$ cat config.mk
export PLATFORM = sky130hd
export DESIGN_NAME = tlb_lookup_stage
export DESIGN_NICKNAME = d
export VERILOG_FILES = /design/src/rtl/tlb_lookup_stage.sv
export SDC_FILE = /design/constraint.sdc
export NUM_CORES = 1
export LEC_CHECK = 0
export ABC_CLOCK_PERIOD_IN_PS = 16000
export CELL_PAD_IN_SITES_DETAIL_PLACEMENT = 0
export CELL_PAD_IN_SITES_GLOBAL_PLACEMENT = 2
export CORE_AREA = 8 8 445 447
export CTS_BUF_LIST = sky130_fd_sc_hd__clkbuf_2
export DETAILED_ROUTE_END_ITERATION = 10
export DIE_AREA = 0 0 453 455
export PLACE_DENSITY = 0.56
export SLEW_MARGIN = 25
export SYNTH_ARGS = -nofsm -noshare
export SYNTH_HDL_FRONTEND = slang
export SYNTH_SLANG_ARGS = --single-unit
$ cat constraint.sdc
create_clock -name clk -period 16 [get_ports clk]
set_clock_uncertainty 0.2 [all_clocks]
set_input_delay 2.4 -clock clk [delete_from_list [all_inputs] [get_ports clk]]
set_output_delay 2.4 -clock clk [all_outputs]
set_load 0.005 [all_outputs]
$ cat src/rtl/tlb_lookup_stage.sv
// tlb_lookup_stage
//   Registered lookup stage behind the TLB CAM. For each of NPORT ports it
//   turns a CAM hit vector plus a virtual address into a physical address,
//   MAT, LoongArch TLB exception code and a multi-hit flag. Each port keeps a
//   saturating miss counter.
//
// Ports
//   clk, rst                 clock, synchronous active-high reset
//   all_{pfn,mat,plv,d,v}0   even-page fields of every entry (packed, entry 0 in LSBs)
//   all_{pfn,mat,plv,d,v}1   odd-page fields of every entry
//   all_ps                   page size per entry (21 = 2 MB, anything else = 4 KB)
//   cur_plv                  current privilege level
//   in_valid/in_ready        per-port request handshake
//   found, va, acc_type      per-port CAM hit vector, virtual address, access type
//   out_valid/out_ready      per-port result handshake
//   out_pa, out_mat, out_exc, out_multihit   per-port registered result
//   flush                    drop all results and any capture in this cycle
//   cnt_clr                  clear all miss counters
//   miss_cnt                 per-port saturating miss count
//
// Handshake (per port, ports fully independent): a request is taken when
// in_valid && in_ready, and in_ready = !out_valid || out_ready. The result
// is presented one cycle later and held stable while out_valid && !out_ready.
// With no capture, out_ready=1 retires the held result.
module tlb_lookup_stage #(
  parameter int TLBNUM = 16,
  parameter int NPORT  = 2,
  parameter int CNT_W  = 16
) (
  input  logic                    clk,
  input  logic                    rst,
  input  logic [TLBNUM*20-1:0]    all_pfn0,
  input  logic [TLBNUM*2-1:0]     all_mat0,
  input  logic [TLBNUM*2-1:0]     all_plv0,
  input  logic [TLBNUM-1:0]       all_d0,
  input  logic [TLBNUM-1:0]       all_v0,
  input  logic [TLBNUM*20-1:0]    all_pfn1,
  input  logic [TLBNUM*2-1:0]     all_mat1,
  input  logic [TLBNUM*2-1:0]     all_plv1,
  input  logic [TLBNUM-1:0]       all_d1,
  input  logic [TLBNUM-1:0]       all_v1,
  input  logic [TLBNUM*6-1:0]     all_ps,
  input  logic [1:0]              cur_plv,
  input  logic [NPORT-1:0]        in_valid,
  output logic [NPORT-1:0]        in_ready,
  input  logic [NPORT*TLBNUM-1:0] found,
  input  logic [NPORT*32-1:0]     va,
  input  logic [NPORT*2-1:0]      acc_type,
  output logic [NPORT-1:0]        out_valid,
  input  logic [NPORT-1:0]        out_ready,
  output logic [NPORT*32-1:0]     out_pa,
  output logic [NPORT*2-1:0]      out_mat,
  output logic [NPORT*3-1:0]      out_exc,
  output logic [NPORT-1:0]        out_multihit,
  input  logic                    flush,
  input  logic                    cnt_clr,
  output logic [NPORT*CNT_W-1:0]  miss_cnt
);

  localparam int IDX_W = (TLBNUM > 1) ? $clog2(TLBNUM) : 1;

  localparam logic [2:0] EXC_NONE = 3'd0;
  localparam logic [2:0] EXC_TLBR = 3'd1;
  localparam logic [2:0] EXC_PIF  = 3'd2;
  localparam logic [2:0] EXC_PIL  = 3'd3;
  localparam logic [2:0] EXC_PIS  = 3'd4;
  localparam logic [2:0] EXC_PME  = 3'd5;
  localparam logic [2:0] EXC_PPI  = 3'd6;

  localparam logic [1:0] ACC_FETCH = 2'b00;
  localparam logic [1:0] ACC_STORE = 2'b10;

  localparam logic [TLBNUM-1:0] ONE_T = TLBNUM'(1);
  localparam logic [CNT_W-1:0]  ONE_C = CNT_W'(1);

  for (genvar p = 0; p < NPORT; p++) begin : g_port
    logic [TLBNUM-1:0] hit_vec;
    logic [31:0]       va_p;
    logic [1:0]        acc_p;
    logic              hit;
    logic              multi;
    logic [IDX_W-1:0]  idx;
    logic              big;
    logic              odd;
    logic [19:0]       pfn;
    logic [1:0]        mat;
    logic [1:0]        plv;
    logic              d;
    logic              v;
    logic [31:0]       pa_d;
    logic [1:0]        mat_d;
    logic [2:0]        exc_d;
    logic              capture;
    logic              valid_q, valid_d;
    logic [31:0]       pa_q;
    logic [1:0]        mat_q;
    logic [2:0]        exc_q;
    logic              multi_q;
    logic [CNT_W-1:0]  cnt_q, cnt_d;

    assign hit_vec = found[p*TLBNUM +: TLBNUM];
    assign va_p    = va[p*32 +: 32];
    assign acc_p   = acc_type[p*2 +: 2];
    assign hit     = |hit_vec;
    // Clearing the lowest set bit leaves something only if two or more were set.
    assign multi   = |(hit_vec & (hit_vec - ONE_T));

    // Lowest-index hit wins; scanning downward lets the last write be the lowest.
    always_comb begin
      idx = '0;
      for (int i = TLBNUM - 1; i >= 0; i--) begin
        if (hit_vec[i]) idx = IDX_W'(i);
      end
    end

    always_comb begin
      big = (all_ps[int'(idx)*6 +: 6] == 6'd21);
      // The page-pair select bit sits just above the page offset.
      odd = big ? va_p[21] : va_p[12];
      if (odd) begin
        pfn = all_pfn1[int'(idx)*20 +: 20];
        mat = all_mat1[int'(idx)*2 +: 2];
        plv = all_plv1[int'(idx)*2 +: 2];
        d   = all_d1[idx];
        v   = all_v1[idx];
      end else begin
        pfn = all_pfn0[int'(idx)*20 +: 20];
        mat = all_mat0[int'(idx)*2 +: 2];
        plv = all_plv0[int'(idx)*2 +: 2];
        d   = all_d0[idx];
        v   = all_v0[idx];
      end
    end

    always_comb begin
      pa_d  = va_p;
      mat_d = 2'b00;
      exc_d = EXC_NONE;
      if (!hit) begin
        exc_d = EXC_TLBR;
      end else begin
        pa_d  = big ? {pfn[19:9], va_p[20:0]} : {pfn, va_p[11:0]};
        mat_d = mat;
        if (!v) begin
          if (acc_p == ACC_FETCH)      exc_d = EXC_PIF;
          else if (acc_p == ACC_STORE) exc_d = EXC_PIS;
          else                         exc_d = EXC_PIL;
        end else if (cur_plv > plv) begin
          exc_d = EXC_PPI;
        end else if ((acc_p == ACC_STORE) && !d) begin
          exc_d = EXC_PME;
        end
      end
    end

    assign in_ready[p] = !valid_q || out_ready[p];
    assign capture     = in_valid[p] && in_ready[p];

    always_comb begin
      valid_d = valid_q;
      if (flush)             valid_d = 1'b0;
      else if (capture)      valid_d = 1'b1;
      else if (out_ready[p]) valid_d = 1'b0;

      // Misses are counted even when flush discards the captured result.
      cnt_d = cnt_q;
      if (cnt_clr)                             cnt_d = '0;
      else if (capture && !hit && cnt_q != '1) cnt_d = cnt_q + ONE_C;
    end

    always_ff @(posedge clk) begin
      if (rst) begin
        valid_q <= 1'b0;
        pa_q    <= '0;
        mat_q   <= '0;
        exc_q   <= '0;
        multi_q <= 1'b0;
        cnt_q   <= '0;
      end else begin
        valid_q <= valid_d;
        cnt_q   <= cnt_d;
        if (capture && !flush) begin
          pa_q    <= pa_d;
          mat_q   <= mat_d;
          exc_q   <= exc_d;
          multi_q <= multi;
        end
      end
    end

    assign out_valid[p]             = valid_q;
    assign out_pa[p*32 +: 32]       = pa_q;
    assign out_mat[p*2 +: 2]        = mat_q;
    assign out_exc[p*3 +: 3]        = exc_q;
    assign out_multihit[p]          = multi_q;
    assign miss_cnt[p*CNT_W +: CNT_W] = cnt_q;
  end

endmodule

==> impl_metrics.sql <==
INSERT INTO impl_metrics (metric_group, metric, value, unit) VALUES
('sta', 'setup_repair_after_global_routing_missed_its_margin', 'false', ''),
('grt', 'global_route.peak_usage_layer', 'met2', ''),
('layout', 'layout-drive-gt1-share', '7.62', '%'),
('sta', 'fmax', '0.107', 'GHz'),
('yosys', 'synth_edf_count', '0', ''),
('critical_path', 'cp_num_buf_inv', '4', ''),
('clock_network', 'path_clk_slew', '0.53', 'ns'),
('run_status', 'status', 'complete, no violations', ''),
('floorplan', 'die_h', '455', 'um'),
('sta', 'timing_worst_slew_pin_value', '1.11', 'ns'),
('critical_path', 'crit_top_cell', 'buf_4', ''),
('layout', 'layout_commonest_cell', 'clkdlybuf4s50_1', ''),
('floorplan', 'initial_utilization', '10.3', '%'),
('critical_path', 'worst-setup-path-type', 'in2reg', ''),
('grt', 'grt_overflow', '0', ''),
('critical_path', 'timing.rr.start', 'g_port[0].valid_q', ''),
('placement', 'gp_routability_congestion', '0.895', ''),
('placement', 'worst_setup_slack_before_clock_tree_synthesis', '5.32', 'ns'),
('yosys', 'synth-main-ff-cell', 'dfxtp_1', ''),
('critical_path', 'timing.reg2reg.worst_path_depth', '9', ''),
('power_and_ir_drop', 'power_leakage', '12.0', 'nW'),
('layout', 'instances_no_fill', '6663', ''),
('grt', 'grt_antenna_before_repair', '185', ''),
('worst_hold_path', 'hold_path_startpoint', 'g_port[0].pa_q[2]', ''),
('placement', 'standard_cell_area_after_detailed_placement', '34600', 'sq um'),
('layout', 'leading_cell_types_in_the_layout_fill_and_taps_excluded', '1,147 x clkdlybuf4s50_1, 681 x nand2_1, 306 x a21oi_1', ''),
('yosys', 'synth_sequential_area_ratio', '11.2', '%'),
('yosys', 'synth.ff_latch_count', '110', ''),
('critical_path', 'critPathArrivalTime', '10.34', 'ns'),
('worst_hold_path', 'hold_path_depth', '2', ''),
('placement', 'io_buffer_count', '1149', ''),
('sta', 'report.final.hold_viol_count', '0', ''),
('routing', 'drtAntennaViolNets', '0', ''),
('layout', 'total_number_of_nets_in_the_final_design', '5092', ''),
('power_and_ir_drop', 'peakVddDrop', '0.0481', 'mV'),
('worst_hold_path', 'hold_class', 'reg2reg', ''),
('sta', 'setup_tns', '0', 'ns'),
('layout', 'post-route-util', '18.3', '%'),
('critical_path', 'worstReg2RegEnd', 'g_port[0].pa_q[18]', ''),
('yosys', 'synth_async_sr_flop_share', '0', '%'),
('critical_path', 'critical_path_launch_point_type', 'input port', ''),
('critical_path', 'crit_start', 'found[12]', ''),
('power_and_ir_drop', 'gate_power_share', '68.4', '%'),
('grt', 'gr-usage-met2', '43.4', '%'),
('clock_network', 'max_clock_buf_depth', '2', ''),
('power_and_ir_drop', 'overall_power', '1.67', 'mW'),
('yosys', 'yosysWarnings', '0', ''),
('yosys', 'synth_area_per_cell', '6.51', 'sq um'),
('yosys', 'synth_cells', '3012', ''),
('power_and_ir_drop', 'total_power_per_unit_cell_area', '47.9', 'nW/um^2'),
('critical_path', 'endpoint_kind', 'flop', ''),
('clock_network', 'tritoncts', 'yes', ''),
('power_and_ir_drop', 'p_sw', '0.885', 'mW'),
('critical_path', 'crit_slowest_cell', 'nor4_1', ''),
('clock_network', 'clock_latency', '1.26', 'ns'),
('critical_path', 'largest_delay_contributor_family_on_the_critical_path', 'compound AO/OA/AOI/OAI gates', ''),
('critical_path', 'critical_path_required', '17.00', 'ns'),
('sta', 'hold_ws', '0.269', 'ns'),
('clock_network', 'cts-root-buf', 'clkbuf_2', ''),
('floorplan', 'fp-row-count', '161', ''),
('routing', 'drt-vias-per-instance', '4.94', ''),
('floorplan', 'ios', '1150', ''),
('power_and_ir_drop', 'pwr-share-clk', '13.6', '%'),
('layout', 'syn_to_final_growth', '78.2', '%'),
('clock_network', 'cts_setup_buffers', '0', ''),
('yosys', 'netlist-cell-type-count', '99', ''),
('grt', 'number_of_global_route_vias_before_repair', '32000', ''),
('grt', 'largest_net_degree_at_the_start_of_global_routing', '104', ''),
('sta', 'slew_headroom', '25.7', '%'),
('yosys', 'synthesis.area', '19600', 'sq um'),
('routing', 'routed_wire_length_per_instance', '41.6', 'um');
## worst register-to-register path, delay by kind of cell, from the launching register on
kind / cells / cell delay [ns]
and+or+nand+nor: 9 / 3.04
DFF: 1 / 0.41
## cell usage after synthesis, types with 21 or more instances
| library cell | n | area, sq um |
|---|---|---|
| a221oi_1 | 47 | 412 |
| a22o_1 | 32 | 280 |
| a221o_1 | 22 | 220 |
| mux4_2 | 23 | 518 |
| nor4_1 | 64 | 400 |
| nor3_1 | 71 | 355 |
| dfxtp_1 | 110 | 2200 |
| buf_4 | 28 | 210 |
| nand2_1 | 699 | 2620 |
| a21oi_1 | 310 | 1550 |
| a211oi_1 | 30 | 225 |
| o22ai_1 | 90 | 563 |
| nand3_1 | 136 | 681 |
| and3_1 | 50 | 313 |
| nor2_1 | 147 | 552 |
| a31oi_1 | 44 | 275 |
| clkbuf_1 | 143 | 537 |
| a222oi_1 | 39 | 390 |
| mux2i_1 | 206 | 2060 |
| o21ai_0 | 94 | 470 |
| nand4_1 | 34 | 213 |
| buf_2 | 68 | 340 |
| a22oi_1 | 139 | 1040 |
| o211ai_1 | 21 | 158 |
## kinds of logic after synthesis
| family | count (synthesis) | share of synthesized area [%] |
|---|---|---|
| multiplexers | 240 | 13.8 |
| AND/OR/NAND/NOR | 1313 | 30.7 |
| XOR/XNOR | 24 | 1.07 |
| buffers and inverters | 280 | 6.58 |
| AO/OA/AOI/OAI | 1035 | 36.0 |
| flip-flops | 110 | 11.2 |
| adder cells (fa/ha/maj) | 10 | 0.587 |
## power groups by stage
stage	combinational (mW)	sequential [mW]	clock (mW)
final	1.14	0.301	0.227
after global routing	1.19	0.303	0.243
after CTS	1.14	0.301	0.242
after detailed placement	1.14	0.304	0
after global placement	1.14	0.304	0
after floorplan	0.425	0.300	0
## metal layers
metal  wire [um]  vias up
met5         503        -
met4       13800       80
met2      135000     2110
met3       21900      508
met1      106000    16500
li1            -    13700
## registers in the layout, indices dropped and copies added, names as in the netlist
| signal | cells |
|---|---|
| g_port.pa_q | 64 |
| g_port.cnt_q | 32 |
| g_port.exc_q | 6 |
| g_port.mat_q | 4 |
| g_port.multi_q | 2 |
| g_port.valid_q | 2 |
## final cells by class
type / instances / area (sq um)
inverters: 16 / 60.1
well taps: 2526 / 3160
flip-flops and latches: 110 / 2200
repair buffers: 1289 / 12600
fillers: 21700 / 156000
clock inverters: 7 / 88.8
clock buffers: 9 / 45.0
multi-input cells: 2622 / 16600
diodes: 84 / 210
## worst max-delay path by stage
| stage | to | cells after the start |
|---|---|---|
| 5_1_grt | g_port[0].exc_q[0] | 20 |
| 3_3_place_gp | g_port[0].exc_q[0] | 20 |
| 6_report | g_port[0].exc_q[0] | 20 |
| 2_1_floorplan | g_port[0].exc_q[0] | 20 |
| 3_5_place_dp | g_port[0].exc_q[0] | 20 |
| 4_1_cts | g_port[0].exc_q[0] | 20 |
Note: power is estimated with default switching activity, not from simulation.
